### config.mk
export PLATFORM = sky130hd
export DESIGN_NAME = seq_stage_controller
export DESIGN_NICKNAME = d
export VERILOG_FILES = /design/src/rtl/seq_pkg.sv /design/src/rtl/seq_icode_class.sv /design/src/rtl/seq_stage_controller.sv
export SDC_FILE = /design/constraint.sdc
export NUM_CORES = 1
export LEC_CHECK = 0
export CAP_MARGIN = 30
export CORE_ASPECT_RATIO = 1.2
export CORE_MARGIN = 2
export CORE_UTILIZATION = 49
export DETAILED_ROUTE_END_ITERATION = 7
export PLACE_DENSITY = 0.85
export SKIP_LAST_GASP = 1
export SYNTH_ARGS = -nofsm -noshare
export SYNTH_HDL_FRONTEND = slang
export SYNTH_SLANG_ARGS = --single-unit
### constraint.sdc
create_clock -name clk -period 2 [get_ports clk]
set_input_delay 0.6 -clock clk [delete_from_list [all_inputs] [get_ports clk]]
set_output_delay 0.6 -clock clk [all_outputs]
set_load 0.05 [all_outputs]
### src/rtl/seq_pkg.sv
// Shared types and constants for the SEQ Y86-64 stage sequencer.
package seq_pkg;

  // Controller states, one per processing stage plus idle and stopped.
  typedef enum logic [2:0] {
    ST_IDLE      = 3'd0,
    ST_FETCH     = 3'd1,
    ST_DECODE    = 3'd2,
    ST_EXECUTE   = 3'd3,
    ST_MEMORY    = 3'd4,
    ST_WRITEBACK = 3'd5,
    ST_PCUPDATE  = 3'd6,
    ST_STOPPED   = 3'd7
  } state_e;

  // Architectural status codes.
  typedef enum logic [1:0] {
    STAT_AOK = 2'd0,
    STAT_HLT = 2'd1,
    STAT_ADR = 2'd2,
    STAT_INS = 2'd3
  } stat_e;

  // Y86-64 instruction codes.
  localparam logic [3:0] I_HALT   = 4'h0;
  localparam logic [3:0] I_NOP    = 4'h1;
  localparam logic [3:0] I_RRMOVQ = 4'h2;
  localparam logic [3:0] I_IRMOVQ = 4'h3;
  localparam logic [3:0] I_RMMOVQ = 4'h4;
  localparam logic [3:0] I_MRMOVQ = 4'h5;
  localparam logic [3:0] I_OPQ    = 4'h6;
  localparam logic [3:0] I_JXX    = 4'h7;
  localparam logic [3:0] I_CALL   = 4'h8;
  localparam logic [3:0] I_RET    = 4'h9;
  localparam logic [3:0] I_PUSHQ  = 4'hA;
  localparam logic [3:0] I_POPQ   = 4'hB;

endpackage

### src/rtl/seq_icode_class.sv
// Classifies an instruction code: does it touch data memory, does it write a register.
module seq_icode_class
  import seq_pkg::*;
(
  input  logic [3:0] icode_i,
  output logic       needs_mem_o,
  output logic       writes_reg_o
);

  // Table lookup of the two instruction properties.
  always_comb begin
    needs_mem_o  = 1'b0;
    writes_reg_o = 1'b0;
    case (icode_i)
      I_RRMOVQ, I_IRMOVQ, I_OPQ: writes_reg_o = 1'b1;
      I_RMMOVQ:                  needs_mem_o  = 1'b1;
      I_MRMOVQ, I_CALL, I_RET, I_PUSHQ, I_POPQ: begin
        needs_mem_o  = 1'b1;
        writes_reg_o = 1'b1;
      end
      default: ;
    endcase
  end

endmodule

### src/rtl/seq_stage_controller.sv
// Multi-cycle stage sequencer: steps each instruction through F/D/E/M/W/P,
// handshakes with data memory, tracks status and stops on halt or error.
module seq_stage_controller
  import seq_pkg::*;
#(
  parameter int MEM_TIMEOUT = 15,
  parameter int COUNT_W     = 32
) (
  input  logic               clk,
  input  logic               reset,
  input  logic               start,
  input  logic [3:0]         icode,
  input  logic               imem_error,
  input  logic               instr_invalid,
  input  logic               dmem_ack,
  input  logic               dmem_error,
  input  logic               regerr,
  output logic               fetch_en,
  output logic               reEn,
  output logic               exec_en,
  output logic               dmem_req,
  output logic               wrEn,
  output logic               pc_en,
  output logic [1:0]         stat,
  output logic               halted,
  output logic [COUNT_W-1:0] instr_count
);

  // Wide enough to hold MEM_TIMEOUT-1, the index of the last permitted wait cycle.
  localparam int WAIT_W = (MEM_TIMEOUT > 1) ? $clog2(MEM_TIMEOUT) : 1;
  localparam logic [WAIT_W-1:0] WAIT_LAST = WAIT_W'(MEM_TIMEOUT - 1);

  state_e             state_q, state_d;
  stat_e              stat_q, stat_d;
  logic [3:0]         icode_q, icode_d;
  logic [WAIT_W-1:0]  wait_q, wait_d;
  logic [COUNT_W-1:0] count_q, count_d;
  logic               needs_mem;
  logic               writes_reg;

  seq_icode_class u_icode_class (
    .icode_i      (icode_q),
    .needs_mem_o  (needs_mem),
    .writes_reg_o (writes_reg)
  );

  // State and datapath registers; reset clears everything immediately.
  always_ff @(posedge clk or posedge reset) begin
    if (reset) begin
      state_q <= ST_IDLE;
      stat_q  <= STAT_AOK;
      icode_q <= I_HALT;
      wait_q  <= '0;
      count_q <= '0;
    end else begin
      state_q <= state_d;
      stat_q  <= stat_d;
      icode_q <= icode_d;
      wait_q  <= wait_d;
      count_q <= count_d;
    end
  end

  // Next-state logic; errors are checked in priority order within each stage.
  always_comb begin
    state_d = state_q;
    stat_d  = stat_q;
    icode_d = icode_q;
    wait_d  = wait_q;
    count_d = count_q;
    case (state_q)
      ST_IDLE: begin
        if (start) state_d = ST_FETCH;
      end
      ST_FETCH: begin
        icode_d = icode;
        if (imem_error) begin
          stat_d  = STAT_ADR;
          state_d = ST_STOPPED;
        end else if (instr_invalid) begin
          stat_d  = STAT_INS;
          state_d = ST_STOPPED;
        end else if (icode == I_HALT) begin
          stat_d  = STAT_HLT;
          count_d = count_q + COUNT_W'(1);
          state_d = ST_STOPPED;
        end else begin
          state_d = ST_DECODE;
        end
      end
      ST_DECODE: state_d = ST_EXECUTE;
      ST_EXECUTE: begin
        wait_d  = '0;
        state_d = needs_mem ? ST_MEMORY : ST_WRITEBACK;
      end
      ST_MEMORY: begin
        if (dmem_ack) begin
          if (dmem_error) begin
            stat_d  = STAT_ADR;
            state_d = ST_STOPPED;
          end else begin
            state_d = ST_WRITEBACK;
          end
        end else if (wait_q == WAIT_LAST) begin
          stat_d  = STAT_ADR;
          state_d = ST_STOPPED;
        end else begin
          wait_d = wait_q + WAIT_W'(1);
        end
      end
      ST_WRITEBACK: begin
        if (regerr) begin
          stat_d  = STAT_INS;
          state_d = ST_STOPPED;
        end else begin
          state_d = ST_PCUPDATE;
        end
      end
      ST_PCUPDATE: begin
        count_d = count_q + COUNT_W'(1);
        state_d = ST_FETCH;
      end
      ST_STOPPED: state_d = ST_STOPPED;
      default:    state_d = ST_IDLE;
    endcase
  end

  // Moore outputs decoded from the registered state.
  always_comb begin
    fetch_en    = (state_q == ST_FETCH);
    reEn        = (state_q == ST_DECODE);
    exec_en     = (state_q == ST_EXECUTE);
    dmem_req    = (state_q == ST_MEMORY);
    wrEn        = (state_q == ST_WRITEBACK) && writes_reg;
    pc_en       = (state_q == ST_PCUPDATE);
    halted      = (state_q == ST_STOPPED);
    stat        = stat_q;
    instr_count = count_q;
  end

endmodule
## Yosys cells after proc, flatten, opt, wreduce, memory -nomap -nowiden

Index checks and enable logic that the tools add are counted.

- Input port bits: 12
- Register bits after elaboration: 45
- Word-level logic and storage cells: 73

- Equal/unequal tests: 27
- $add $sub $neg: 2
- Mux-type cells: 27
- Reductions and logical operators: 12

Operator list:

| kind | number |
|---|---|
| 2-to-1 mux 32 bit | 3 |
| one-hot mux 32 bit (2 select lines) | 1 |
| adder 32 x 1 -> 32 bit, second input constant | 1 |
| one-hot mux 3 bit (8 select lines) | 1 |
| equality test 4 bit, second input constant | 5 |
| 2-to-1 mux 3 bit | 6 |
| 2-to-1 mux 2 bit | 8 |
| equality test 3 bit, second input constant | 4 |
| equality test 4 x 3 -> 1 bit, second input constant | 3 |
| inequality test 2 bit, second input constant | 6 |
| equality test 4 x 2 -> 1 bit, second input constant | 2 |
| 2-to-1 mux 4 bit | 2 |
| one-hot mux 4 bit (2 select lines) | 1 |
| OR reduction 8 bit | 1 |
| equality test 3 x 2 -> 1 bit, second input constant | 2 |
| one-hot mux 2 bit (3 select lines) | 1 |
| OR reduction 6 bit | 1 |
| AND reduction 5 bit | 1 |
| adder 4 x 1 -> 4 bit, second input constant | 1 |
| zero test 4 bit | 1 |
| 2-to-1 mux 1 bit | 4 |
| inequality test 4 x 3 -> 1 bit, second input constant | 1 |
| AND reduction 4 bit | 1 |
| nonzero test 2 bit | 2 |
| 9 further kinds | 9 |

## Logic depth before layout (Yosys ltp)

Gate-level depths: netlist of the first run.

- Depth after elaboration: 5
- Mapped depth: 7
- Mapped depth without buffers: 7

## By module

Synthesis of the first run repeated with hierarchy kept, for this count alone.

- Cell total of the unflattened synthesis: 232
- Area total of the unflattened synthesis: 2,243.4 um^2

Modules (own cells, without submodules):

| module | sequential area each (um^2) | instances | cells each | area each (um^2) |
|---|---|---|---|---|
| seq_stage_controller | 1,126.1 | 1 | 227 | 2,200.9 |
| seq_icode_class | 0.0 | 1 | 5 | 42.5 |

## Worst setup path after synthesis of the first run

Ideal clock, no wire load.

- Path type: register to output
- From: reg state_q[1]
- To: out wrEn
- Data arrival time: 1,899 ps
- Setup slack: -499 ps
- Cell stages (with the launch flop): 4
- Buffers on the path: 1
- Data required time: 1,400 ps
- Path through: dfrtp_1 > buf_2 > nand2b_1 > nor3_1

- Cells in the longest elaborated chain, start to end: 2

Ends and longest elaborated chain:

| element | RTL line | RTL |
|---|---|---|
| from (decl) | seq_stage_controller.sv:33 | `state_e state_q, state_d;` |
| from (signal assigned) | seq_stage_controller.sv:56 | `state_q <= state_d;` |
| equality test 3 bit | seq_stage_controller.sv:134 | `wrEn = (state_q == ST_WRITEBACK) && writes_reg;` |
| logical AND 1 bit | seq_stage_controller.sv:134 |  |
| to (decl) | seq_stage_controller.sv:22 | `output logic wrEn,` |

Every way passes these cells.

## Final worst setup path of the first run

- From: reg icode_q[1]
- To: out wrEn

- Cells in the longest elaborated chain, start to end: 4
- Elaborated cells on any way between the ends: 11

Ends and longest elaborated chain:

| element | RTL line | RTL |
|---|---|---|
| from (decl) | seq_stage_controller.sv:35 | `logic [3:0] icode_q, icode_d;` |
| from (signal assigned) | seq_stage_controller.sv:58 | `icode_q <= icode_d;` |
| equality test 4 x 2 -> 1 bit (tied with other cells) | seq_icode_class.sv:14 | `case (icode_i)` |
| OR reduction 8 bit (no line) (*) | -- |  |
| 2-to-1 mux 1 bit (*) | seq_icode_class.sv:14 |  |
| logical AND 1 bit (*) | seq_stage_controller.sv:134 |  |

Every way passes the cells marked *; elsewhere a longest branch is shown, timed or not.

==> results of run 1 <==
timing repair:
action	4_1_cts	5_1_grt
setup endpoints to repair	18	21
pin swaps	4	3
setup buffers	2	6
resized for setup	14	10
cell usage after synthesis (all sizes together), types with 2 or more instances:
library cell | n | share of area
xor2 | 7 | 0.028
and4 | 2 | 0.0080
nand2b | 2 | 0.0057
nor3 | 4 | 0.014
ha | 3 | 0.017
xnor2 | 25 | 0.10
nand2 | 16 | 0.028
dfrtp | 45 | 0.52
a21oi | 7 | 0.016
nor4 | 4 | 0.011
and3 | 5 | 0.014
and4bb | 2 | 0.011
nor2 | 14 | 0.024
nand4 | 6 | 0.017
nand3 | 21 | 0.048
mux2 | 9 | 0.047
inv | 7 | 0.012
o21ai | 7 | 0.016
buf | 4 | 0.013
or3 | 2 | 0.0057
logic make-up (layout without fill, tap and decap cells):
family,after synthesis,after routing,share of synthesized area
xor gates and xnor gates,32,32,0.129
and+or+nand+nor,83,83,0.210
AOI/OAI and AO/OA,20,20,0.0546
DFF,45,45,0.517
adders and majority gates,3,3,0.0172
muxes,9,9,0.0465
buffers and inverters,12,95,0.0264
per-layer routing:
layer	global-route usage	share of wire
met5	0	0
met3	0.0616	0.056
met2	0.371	0.54
met1	0.237	0.38
met4	0.0915	0.020
path summary, 6_finish.rpt:
| kind | from | endpoint | slack (ns) | depth (start not counted) |
|---|---|---|---|---|
| worst max-delay path | icode_q[1]$_DFFE_PP0P_ | wrEn | -0.12 | 4 |
| worst min-delay path | instr_count[31]$_DFFE_PP0P_ | instr_count[31]$_DFFE_PP0P_ | 0.49 | 1 |
| worst max register to register | state_q[0]$_DFFE_PP0P_ | instr_count[4]$_DFFE_PP0P_ | 0.18 | 7 |
| worst min register to register | instr_count[31]$_DFFE_PP0P_ | instr_count[31]$_DFFE_PP0P_ | 0.49 | 1 |
| max in group asynchronous | reset | state_q[1]$_DFFE_PP0P_ | 1.12 | 3 |
| min in group asynchronous | reset | instr_count[16]$_DFFE_PP0P_ | 0.66 | 3 |
flip-flops by register name, indices dropped and copies added, names as in the netlist:
signal       flops
wait_q           4
state_q          3
instr_count     32
icode_q          4
stat             2
stage by stage:
step / area, sq um / power, uW / std cells
6_report: 3160 / 3280 / 343
3_5_place_dp: 2930 / 2530 / 327
5_1_grt: 3160 / 3450 / 343
2_1_floorplan: 2240 / 2050 / 204
3_3_place_gp: 2930 / 2510 / 327
4_1_cts: 3070 / 3170 / 337
final cells by class:
class / instances / area share
clock buffer: 7 / 0.0305
clock inverter: 1 / 0.00158
inverter: 7 / 0.00832
multi-input combinational: 147 / 0.347
sequential: 45 / 0.358
tap: 56 / 0.0222
timing repair buffer: 80 / 0.232
power groups by stage:
stage                     registers [uW]  logic (uW)  clock network [uW]
after global routing                1240        1550                 660
after floorplan                     1380         669                   0
final                               1210        1460                 613
after detailed placement            1230        1290                   0
after global placement              1230        1280                   0
after CTS                           1230        1320                 626
==> metrics.yaml, run 1 <==
cts:
  cts-root-buf: "clkbuf_8"
  h-tree-depth: 2
  clock_latency_ns: 0.30
  clockBufferDepth: 2
  cts_tree: "yes"
  clk_pin_slew_ns: 0.08
  cts_buffers: 5
  cts.sinks: 45
  hold_buffers: 0
finish:
  post-route-util: 0.741
  seq_area_sq_mm: 0.00113
  fin_nets: 301
  mostFrequentLayoutCell: "buf_4"
  antennaDiodeCount: 0
  layout_common_cells: "buf_4, dfrtp_1, xnor2_1"
  syn_to_final_growth_pct: 45.0
  multi_input_area_sq_mm: 0.00110
  drive_gt1_frac: 0.383
  n_fill_cell: 300
route:
  wirelength_mm: 5.13
  wl_per_cell_um: 15.0
  dr_total_vias: 1837
  final_antenna_net_count: 0
  dr.first_iter.drc_count: 69
  drc_errors: 0
  dr.pass1.iters: 4
  vias_per_cell: 5.36
setup_path:
  crit_chain: "mux2_2, o22a_1, nor3_4, buf_12"
  critical_path_required_ns: 1.40
  critPathLaunchType: "register"
  worstPathArrival_ns: 1.52
  critPathTopFamily: "flip-flops"
  slowest_stage: "dfrtp_1"
  crit_buf_inv: 1
  crit_type: "reg -> out"
  cp_slowest_stage_delay_ns: 0.36
  end_kind: "output port"
  critPathMaxFanout: 2
timing:
  layout_setup_ws_ns: -0.122
  setup_viol: 1
  finalSetupTns_ns: -0.122
  worst_pin_slew_ns: 0.416
  fin_crit_sh: 1.06
  hold_violations: 0
  hold_ws_ns: 0.486
  skew_ns: 0.00622
  rsz0062_at_grt: "true"
  maxSlewViolCount: 0
  post-route-min-period_ns: 2.12
  timing.fmax_mhz: 471
  timing.slew.headroom: 0.720
global_routing:
  grt_max_degree: 46
  grt_pass1_wl_mm: 8.22
  grt.total_usage: 0.213
  antenna_found_initial: 0
  grt-ovfl-total: 0
  grt_pass1_vias: 1833
power:
  power_frac_comb: 0.444
  power_density_mw_per_mm2: 1040
  switching_share: 0.390
  p_leak_uw: 0.00149
  p_sw_uw: 1280
  p_int_uw: 2000
  irDropWorstVdd_uv: 861
  power_frac_seq: 0.369
  p_clk_frac: 0.187
die:
  die_h_um: 77.0
  coreArea_sq_mm: 0.00426
  fp.dieW_um: 64.9
  io_pins: 53
  row_count: 26
  initial_utilization: 0.511
  die-area_sq_mm: 0.00500
synth:
  yosys_warnings: 0
  avgSynthCellArea_sq_um: 10.7
  syn_inst: 204
  async_flop_share: 1.00
  syn-num-nets: 219
  ys.flop_type: "dfrtp_1"
  yosysSeqAreaShare: 0.517
  syn-cell-area_sq_mm: 0.00218
  synth-seq-cells: 45
  yosysUniqueCellTypes: 34
  synth-edff-count: 0
flow_run:
  max_cap_violations: 0
min_path:
  hold_class: "reg -> reg"
placement:
  port-buffer-count: 52
  hpwlAfterDp_mm: 3.51
  place_ws_ns: -0.372
  place.gp.congestion: 0.832
status:
  outcome: "finished, violations left"
  violations: "setup timing"
No activity file was read; power rests on OpenSTA's default activity.
==> inputs of run 2 (changes only) <==
Settings changed: CTS_CLUSTER_SIZE set to 40.
==> results of run 2 <==
The final DEF is identical to that of run 1; final timing and power are the same.
==> inputs of run 3 (changes only) <==
Settings changed: REMOVE_ABC_BUFFERS set to 1.
==> run 3 against run 2 <==
The flow still finishes with violations (setup timing). Clock-buffer cell count decreased by 1. Sequential cell count unchanged. Core utilization decreased by 3.2 points. Worst setup slack got worse by 0.052 ns. Via count decreased by 2.7%. Final cell count decreased by 0.87%. Combinational power decreased by 5%. Design area decreased by 4.4%. Critical path depth increased by 2. Sequential share of layout area increased by 1.6 points. Clock skew decreased by 0.0022 ns. Die area unchanged.
==> metrics.yaml, run 3 (same netlist as run 1, synthesis figures left out) <==
global_routing:
  grt_pass1_vias: 1790
  grt-ovfl-total: 0
  antenna_found_initial: 0
  grt.total_usage: 0.199
  grt_pass1_wl_mm: 7.74
  grt_max_degree: 46
die:
  die_h_um: 77.0
  row_count: 26
  die-area_sq_mm: 0.00500
  io_pins: 53
  coreArea_sq_mm: 0.00426
  initial_utilization: 0.511
  fp.dieW_um: 64.9
route:
  dr.pass1.iters: 4
  wl_per_cell_um: 14.2
  drc_errors: 0
  final_antenna_net_count: 0
  dr_total_vias: 1788
  vias_per_cell: 5.26
  wirelength_mm: 4.83
  dr.first_iter.drc_count: 41
finish:
  fin_nets: 298
  layout_common_cells: "buf_4, dfrtp_1, xnor2_1"
  drive_gt1_frac: 0.345
  antennaDiodeCount: 0
  mostFrequentLayoutCell: "buf_4"
  largest_register_ffs: 32
  syn_to_final_growth_pct: 38.7
  finalInstanceArea_sq_mm: 0.00302
placement:
  place_ws_ns: -0.560
  hpwlAfterDp_mm: 3.46
  place.gp.congestion: 0.810
  placed_area_sq_mm: 0.00288
  port-buffer-count: 52
power:
  power_density_mw_per_mm2: 1050
  irDropWorstVdd_uv: 889
  p_leak_uw: 0.00142
  p_total_uw: 3170
cts:
  cts.sinks: 45
  clk_pin_slew_ns: 0.08
  cts_tree: "yes"
  h-tree-depth: 2
  clockBufferDepth: 2
  hold_buffers: 0
  cts_buffers: 5
  cts-root-buf: "clkbuf_8"
  clock_latency_ns: 0.30
setup_path:
  rrSetupSlack_ns: 0.19
  worstPathArrival_ns: 1.57
  crit_type: "reg -> out"
  critPathMaxFanout: 3
  critical_path_required_ns: 1.40
  crit_chain: "nand2_1, mux2_2, o22a_1, nor3_2, buf_4, buf_12"
  critPathTopFamily: "flip-flops"
  slowest_stage: "dfrtp_1"
  end_kind: "output port"
  crit_buf_inv: 2
  cp_slowest_stage_delay_ns: 0.39
  critPathLaunchType: "register"
timing:
  worst_pin_slew_ns: 0.496
  maxSlewViolCount: 0
  setup_viol: 1
  post-route-min-period_ns: 2.17
  hold_violations: 0
  layout_setup_ws_ns: -0.174
  rsz0062_at_grt: "true"
  hold_ws_ns: 0.482
  skew_ns: 0.00399
  timing.fmax_mhz: 460
  fin_crit_sh: 1.09
  finalSetupTns_ns: -0.174
  timing.slew.headroom: 0.661
status:
  outcome: "finished, violations left"
  violations: "setup timing"
flow_run:
  max_cap_violations: 0
min_path:
  hold_class: "reg -> reg"
==> run 3: changes by cell type in the layout (fill, tap and decap cells not counted), moves of 2 or more <==
cell	previous run	this run
buf_4	59	57
clkbuf_2	0	3
clkbuf_8	7	5
dlygate4sd2_1	3	1
nand3_1	13	21
nand3_2	8	0
nor3_2	1	3
nor3_4	2	0
==> run 3: final cells by class <==
class | instances | area, sq um
clock inverters | 2 | 10.0
repair buffers | 77 | 693
well taps | 56 | 70.1
clock buffers | 6 | 72.6
flip-flops and latches | 45 | 1130
fillers | 319 | 1240
inverters | 7 | 26.3
multi-input cells | 147 | 1020
==> run 3: what timing repair did <==
action	in CTS	in global routing
pin swaps	4	4
buffers inserted	4	2
gates resized for setup	9	13
endpoints found under the setup margin	35	26
==> run 3: worst paths after layout <==
| path | startpoint | cells after the start | to |
|---|---|---|---|
| setup / recovery | icode_q[0]$_DFFE_PP0P_ | 6 | wrEn |
| hold / removal | instr_count[31]$_DFFE_PP0P_ | 1 | instr_count[31]$_DFFE_PP0P_ |
| setup reg to reg | state_q[0]$_DFFE_PP0P_ | 7 | instr_count[7]$_DFFE_PP0P_ |
| hold reg to reg | instr_count[31]$_DFFE_PP0P_ | 1 | instr_count[31]$_DFFE_PP0P_ |
| max in group asynchronous | reset | 3 | instr_count[21]$_DFFE_PP0P_ |
| min in group asynchronous | reset | 3 | instr_count[29]$_DFFE_PP0P_ |
==> run 3: power breakdown <==
| group | internal, uW | switching [uW] |
|---|---|---|
| clock network | 242 | 300 |
| logic | 640 | 754 |
| registers | 1050 | 186 |
==> run 3: worst reg2reg max path: stages, from the launching register on <==
cell and delay (ns):
dfrtp_2 0.49, and3b_1 0.25, buf_4 0.11, a21oi_2 0.04, buf_4 0.15, nand3b_1 0.28
nor3_2 0.26, xor2_1 0.16
==> run 3: layer usage <==
metal	up-vias	wire [um]	track usage
met3	6	216	0.0528
met1	873	2040	0.242
li1	867	-	-
met2	42	2510	0.329
met4	0	61	0.0872
met5	-	0	0
==> run 3: per-stage QoR <==
stage,util,cells
2_1_floorplan,-,199
3_3_place_gp,0.675,326
3_5_place_dp,0.675,326
4_1_cts,0.704,338
5_1_grt,0.709,340
6_report,0.709,340
